[config.mk]
export PLATFORM = sky130hd
export DESIGN_NAME = fifo_wr_ctrl
export DESIGN_NICKNAME = d
export VERILOG_FILES = /design/src/rtl/fifo_wr_ctrl.sv
export SDC_FILE = /design/constraint.sdc
export NUM_CORES = 1
export LEC_CHECK = 0
export BUFFER_PORTS_ARGS = -buffer_cell sky130_fd_sc_hd__buf_2
export CAP_MARGIN = 25
export CELL_PAD_IN_SITES_DETAIL_PLACEMENT = 0
export CELL_PAD_IN_SITES_GLOBAL_PLACEMENT = 1
export CORE_MARGIN = 2
export CORE_UTILIZATION = 38
export DETAILED_ROUTE_END_ITERATION = 7
export GPL_ROUTABILITY_DRIVEN = 0
export GPL_TIMING_DRIVEN = 0
export PLACE_DENSITY_LB_ADDON = 0.2
export SLEW_MARGIN = 20
export SYNTH_ARGS = -nofsm -noshare
export SYNTH_HDL_FRONTEND = slang
export SYNTH_SLANG_ARGS = --single-unit
[constraint.sdc]
create_clock -name clk -period 3.6 [get_ports clk]
set_input_delay 0.9 -clock clk [delete_from_list [all_inputs] [get_ports clk]]
set_output_delay 0.9 -clock clk [all_outputs]
set_load 0.01 [all_outputs]
[src/rtl/fifo_wr_ctrl.sv]
// rtl/fifo_wr_ctrl.sv - write-side controller for the audio sample FIFO
// Gates writes on a registered full flag; keeps binary and Gray write pointers, level and overflow.
module fifo_wr_ctrl #(
  parameter int ADDR_W       = 5,
  parameter int AFULL_THRESH = 28
) (
  input  logic              clk,
  input  logic              rst,
  input  logic              wr,
  input  logic [ADDR_W:0]   rptr_gray_sync,
  input  logic              clr_ovf,
  output logic              fifo_we,
  output logic [ADDR_W-1:0] waddr,
  output logic [ADDR_W:0]   wptr_bin,
  output logic [ADDR_W:0]   wptr_gray,
  output logic              full,
  output logic              almost_full,
  output logic [ADDR_W:0]   level,
  output logic              overflow
);

  localparam logic [ADDR_W:0] AFT = AFULL_THRESH[ADDR_W:0];

  logic [ADDR_W:0] rbin;
  logic [ADDR_W:0] wbin_next;
  logic [ADDR_W:0] wgray_next;
  logic [ADDR_W:0] diff_next;
  logic [ADDR_W:0] full_cmp;

  // Each binary bit is the XOR of all Gray bits at or above it.
  always_comb begin
    rbin = '0;
    for (int i = 0; i <= ADDR_W; i++) begin
      rbin[i] = ^(rptr_gray_sync >> i);
    end
  end

  assign fifo_we    = wr & ~full & ~rst;
  assign waddr      = wptr_bin[ADDR_W-1:0];
  assign wbin_next  = wptr_bin + {{ADDR_W{1'b0}}, fifo_we};
  assign wgray_next = wbin_next ^ (wbin_next >> 1);
  assign diff_next  = wbin_next - rbin;
  // Full in Gray space: top two bits inverted, remainder equal.
  assign full_cmp   = {~rptr_gray_sync[ADDR_W:ADDR_W-1], rptr_gray_sync[ADDR_W-2:0]};

  always_ff @(posedge clk or posedge rst) begin
    if (rst) begin
      wptr_bin    <= '0;
      wptr_gray   <= '0;
      full        <= 1'b0;
      almost_full <= 1'b0;
      level       <= '0;
      overflow    <= 1'b0;
    end else begin
      wptr_bin    <= wbin_next;
      wptr_gray   <= wgray_next;
      full        <= (wgray_next == full_cmp);
      level       <= diff_next;
      almost_full <= (diff_next >= AFT);
      if (wr && full) begin
        overflow <= 1'b1;
      end else if (clr_ovf) begin
        overflow <= 1'b0;
      end
    end
  end

endmodule
# [After elaboration in Yosys (flattened, before gate mapping)]
# Cells that the tools add are included.
[word_totals] reg_bits=21 latch_bits=0 mem_bits_rw=0 mem_bits_ro=0 in_bits=10 output_inout_bits=27 wordCells=26 mem_count=0
[classes] addsub=2 n_mul=0 div=0 n_lt_le_gt_ge=1 eq_ne=1 shifts=0 mux=2 n_bitwise=6 n_reduce_logical=8
[ops] cell="6-bit XOR reduction" count=6
[ops] cell="6-bit by 1-bit adder with 6-bit output" count=1
[ops] cell="6-bit equality test" count=1
[ops] cell="6-bit by 5-bit >= comparator with 1-bit output, second input constant" count=1
[ops] cell="6-bit subtractor" count=1
[ops] cell="6-bit by 5-bit XOR with 6-bit output" count=1
[ops] cell="1-bit AND" count=2
[ops] cell="1-bit 2-to-1 mux" count=2
[ops] cell="1-bit NOT" count=2
[ops] cell="2-bit NOT" count=1
[ops] cell="2-bit nonzero test" count=1
[ops] cell="1-bit logical AND" count=1

# [Depth between registers and ports, before layout]
[depth] word_depth=6 mapped_depth=13 ltp_nobuf=13

# [Least setup slack after synthesis]
# No wires, ideal clock.
[synth_timing] kind="input to register" startpoint="input port rptr_gray_sync[5]" endpoint="register almost_full" setup_time_ns=0.144 arrival_ns=3.436 t_required_ns=3.456 setup_slack_ns=0.020 cell_stages=13 path_buffers=0 path_cell_list="xor2_1 > xnor2_1 > xor2_1 > xor2_1 > xnor2_1 > ha_1 > inv_1 > fa_1 > a21o_1 > a21oi_1 > xnor3_4 > nand4b_1 > o2111ai_1"
[synth_via] elab_chain_len=3
[synth_lines] element="from (decl)" line_no="10" rtl="input logic [ADDR_W:0] rptr_gray_sync,"
[synth_lines] element="6-bit XOR reduction" line_no="34" rtl="rbin[i] = ^(rptr_gray_sync >> i);"
[synth_lines] element="6-bit subtractor *" line_no="42" rtl="assign diff_next = wbin_next - rbin;"
[synth_lines] element="named net diff_next[4]" line_no="27" rtl="logic [ADDR_W:0] diff_next;"
[synth_lines] element="6-bit by 5-bit >= comparator with 1-bit output *" line_no="59" rtl="almost_full <= (diff_next >= AFT);"
[synth_lines] element="to (signal assigned)" line_no="59"
[synth_lines] element="to (decl)" line_no="17" rtl="output logic almost_full,"
# Mark *: on every way through the listed nets, which the timed path passes. The rest lies on a longest branch.
# A chain may end at the register's enable or synchronous reset.

# [Worst setup path after layout]
# Same ends and word-level chain as after synthesis.

==> results.py <==
metrics = {
    "flow_run": {
        "maxCapViolations": 0,
    },
    "pwr": {
        "power_density_of_the_placed_cells_mw_per_mm2": 909.5,
        "vdd.ir_drop.worst_mv": 0.3077,
        "power.static_leakage_nw": 0.7420,
    },
    "yosys": {
        "synthesized_netlist_cell_count": 96,
        "syn_nets": 113,
        "synth.top_cell.area_share_pct": 43.29,
        "synth-async-reset-ratio_pct": 100.0,
        "post-synth-top-area-cell": "dfrtp_1",
        "synth-seq-area-share_pct": 43.29,
        "post_synth_instance_area_mm2": 0.001156,
        "synth_cell_type_count": 33,
        "synth.top_cells.by_area": "dfrtp_1 43%, ha_1 6.5%, xnor2_1 6.1%",
        "ys_warn_count": 0,
        "syn_area_per_cell_um2": 12.04,
        "synth-edff-count": 0,
        "postSynthRegisterBits": 20,
        "ys.flop_type": "dfrtp_1",
    },
    "floorplanning": {
        "std_cell_rows": 20,
        "fp.dieArea_mm2": 0.003499,
        "die_y_um": 59.16,
        "floorplan.core_area_mm2": 0.002978,
        "start_util_pct": 38.82,
        "die_width_um": 59.16,
        "ios": 37,
    },
    "setup_path": {
        "cp_startpoint_kind": "input port",
        "largest_stage_delay_on_the_critical_path_ns": 0.35,
        "type_of_the_worst_setup_path": "input port to register",
        "timing.critical_path.to_type": "register",
        "path_delay_family": "XOR/XNOR gates",
        "highest_delay_cell_along_the_critical_path": "fa_2",
        "path_common_cell": "xor2_2",
        "cp.required_ns": 3.78,
        "crit_path_max_fanout": 7,
        "critical_path.cell_chain": "buf_2 > xor2_4 > xnor2_2 > xor2_2 > xor2_2 > xnor2_1 > ha_2 > inv_1 > fa_2 > a21o_1 > a21oi_2 > xnor3_4 > nand4b_1 > o2111ai_1",
        "cp_data_arrival_time_ns": 3.63,
        "path_buf_inv": 2,
    },
    "grt": {
        "grt_start_max_net_pins": 21,
        "number_of_global_route_vias_before_repair": 772,
        "antenna_found_initial": 0,
        "gr-usage-all-layers_pct": 13.14,
        "globalRouteOverflowTotal": 0,
        "grt_first_pass_wirelength_mm": 3.408,
    },
    "route": {
        "via_per_inst": 4.895,
        "routed_antenna_nets": 0,
        "drc": 0,
        "met2_length_um": 987,
        "wire_per_inst_um": 12.05,
        "wirelength_met1_um": 955,
        "met3_routed_length_um": 103,
        "drt_first_iter_violations": 45,
        "drt_wl_total_mm": 2.060,
        "highest-signal-layer": "met4",
        "vias": 837,
        "first_pass_iters": 4,
    },
    "sta": {
        "finalCritPeriodShare_pct": 96.06,
        "slew_headroom_pct": 49.90,
        "timing.final.hold_violations": 0,
        "layout_min_cycle_time_ns": 3.458,
        "finalMaxSlewViolations": 0,
        "skew_ns": 0.01757,
        "finalSetupViolCount": 0,
        "final_worst_hold_slack_ns": 0.5227,
        "clock.fmax_ghz": 0.2892,
        "timing_worst_slew_pin_value_ns": 0.7507,
    },
    "cells_and_area": {
        "post_layout_inst_area_mm2": 0.001478,
        "layout_filler_cell_count": 276,
        "design.final.nets": 157,
        "synthToLayoutAreaGrowth_pct": 27.81,
        "n_antenna_cell": 0,
        "drive_gt1_share_pct": 46.38,
        "instances_no_fill": 171,
    },
    "clock_tree": {
        "clk_path_buf_depth": 2,
        "cts_num_sinks": 20,
        "cts_tree": "yes",
        "clk_transition_reported_paths_ns": 0.12,
        "cts-htree-levels": 1,
        "clock_latency_ns": 0.30,
        "tritoncts.num_buffers": 3,
        "cts.root.buffer_cell": "clkbuf_4",
    },
    "place": {
        "post_dp_cell_area_mm2": 0.001378,
        "buffer_ports.inserted": 36,
        "dp.final_hpwl_mm": 1.583,
        "placedCellCount": 165,
    },
    "status": {
        "outcome": "complete, no violations",
    },
    "worst_hold_path": {
        "timing.hold.worst.class": "register to register",
    },
}
-- cell usage after synthesis (2+ instances only) --
cell        n
a21oi_1     3
xnor2_1     8
ha_1        6
buf_4       6
xor2_1      8
nand3_1     5
dfrtp_1    20
xor2_2      2
or3_1       4
o31ai_1     2
inv_1       8
o2111ai_1   2
o21a_1      2
-- layout by cell type, fill, tap and decap left out, drive strengths merged, types with 2 or more instances in the layout --
| master | synthesis | final |
|---|---|---|
| a21oi | 3 | 3 |
| and3 | 2 | 2 |
| buf | 6 | 45 |
| clkbuf | 0 | 3 |
| dfrtp | 20 | 20 |
| ha | 6 | 6 |
| inv | 9 | 9 |
| nand3 | 5 | 5 |
| o2111ai | 2 | 2 |
| o21a | 2 | 2 |
| o31ai | 2 | 2 |
| or3 | 4 | 4 |
| xnor2 | 9 | 9 |
| xnor3 | 2 | 2 |
| xor2 | 10 | 10 |
-- worst reg2reg max path, delay by kind of cell, from the launching register on --
| kind | cells | cell delay [ns] |
|---|---|---|
| AO/OA/AOI/OAI | 4 | 0.62 |
| XOR/XNOR | 1 | 0.35 |
| adder cells (fa/ha/maj) | 3 | 0.78 |
| flip-flops | 1 | 0.40 |
| AND/OR/NAND/NOR | 2 | 0.76 |
-- timing repair --
action,in CTS,in global routing
resized for setup,3,6
hold buffers,0,0
setup endpoints to repair,2,2
gates cloned,0,0
setup buffers,1,2
pin swaps,1,5
-- power by group --
part           switching [mW]  internal, mW  total (mW)
clock network          0.0664        0.0390       0.105
logic                   0.432         0.418       0.849
registers              0.0555         0.334       0.389
total                   0.554         0.790        1.34
-- sequential cells by signal (all words and copies together), names as in the netlist --
| name | count |
|---|---|
| wptr_bin | 6 |
| level | 6 |
| almost_full | 1 |
| overflow | 1 |
| full | 1 |
| wptr_gray | 5 |
-- area by class of cell --
cell class | count | area (um2) | share of cell area, %
tap | 33 | 41.29 | 2.794
buffer | 6 | 45.04 | 3.048
sequential | 20 | 500.5 | 33.87
inverter | 9 | 36.28 | 2.456
clock buffer | 3 | 22.52 | 1.524
timing repair buffer | 39 | 202.7 | 13.72
multi-input combinational | 61 | 629.4 | 42.59
-- final timing paths --
kind,from,endpoint,slack (ns),cells past startpoint
worst max-delay path,rptr_gray_sync[5],almost_full,0.14,14
worst min-delay path,full,overflow,0.52,2
worst max register to register,full,almost_full,0.63,10
worst min register to register,full,overflow,0.52,2
max in group asynchronous,rst,wptr_gray[2],2.40,2
min in group asynchronous,rst,wptr_bin[3],0.72,2
-- metrics by stage --
step | setup TNS, ns | power (mW) | setup WS [ns] | util [%]
final | 0 | 1.344 | 0.1419 | 49.62
after global placement | -0.8270 | 1.204 | -0.3923 | 46.26
after detailed placement | -0.8771 | 1.219 | -0.3924 | 46.26
after global routing | -0.02355 | 1.471 | -0.02355 | 49.62
after CTS | 0 | 1.334 | 0.02978 | 48.03
after floorplan | 0 | 0.9867 | 0.02043 | -
-- logic make-up after synthesis --
| family | count (synthesis) | synth area share [%] |
|---|---|---|
| xor+xnor | 21 | 21.54 |
| flops | 20 | 43.29 |
| simple gates | 17 | 9.631 |
| compound gates | 15 | 9.415 |
| buf+inv | 15 | 7.035 |
| fa+ha+maj | 7 | 8.225 |
| mux | 1 | 0.8658 |
-- routing by layer --
layer	track usage, %	vias to the layer above
li1	-	413
met1	17.27	398
met2	20.32	24
met3	2.838	2
met4	6.818	0
met5	0	-
Power figures use the tool's default switching activity.
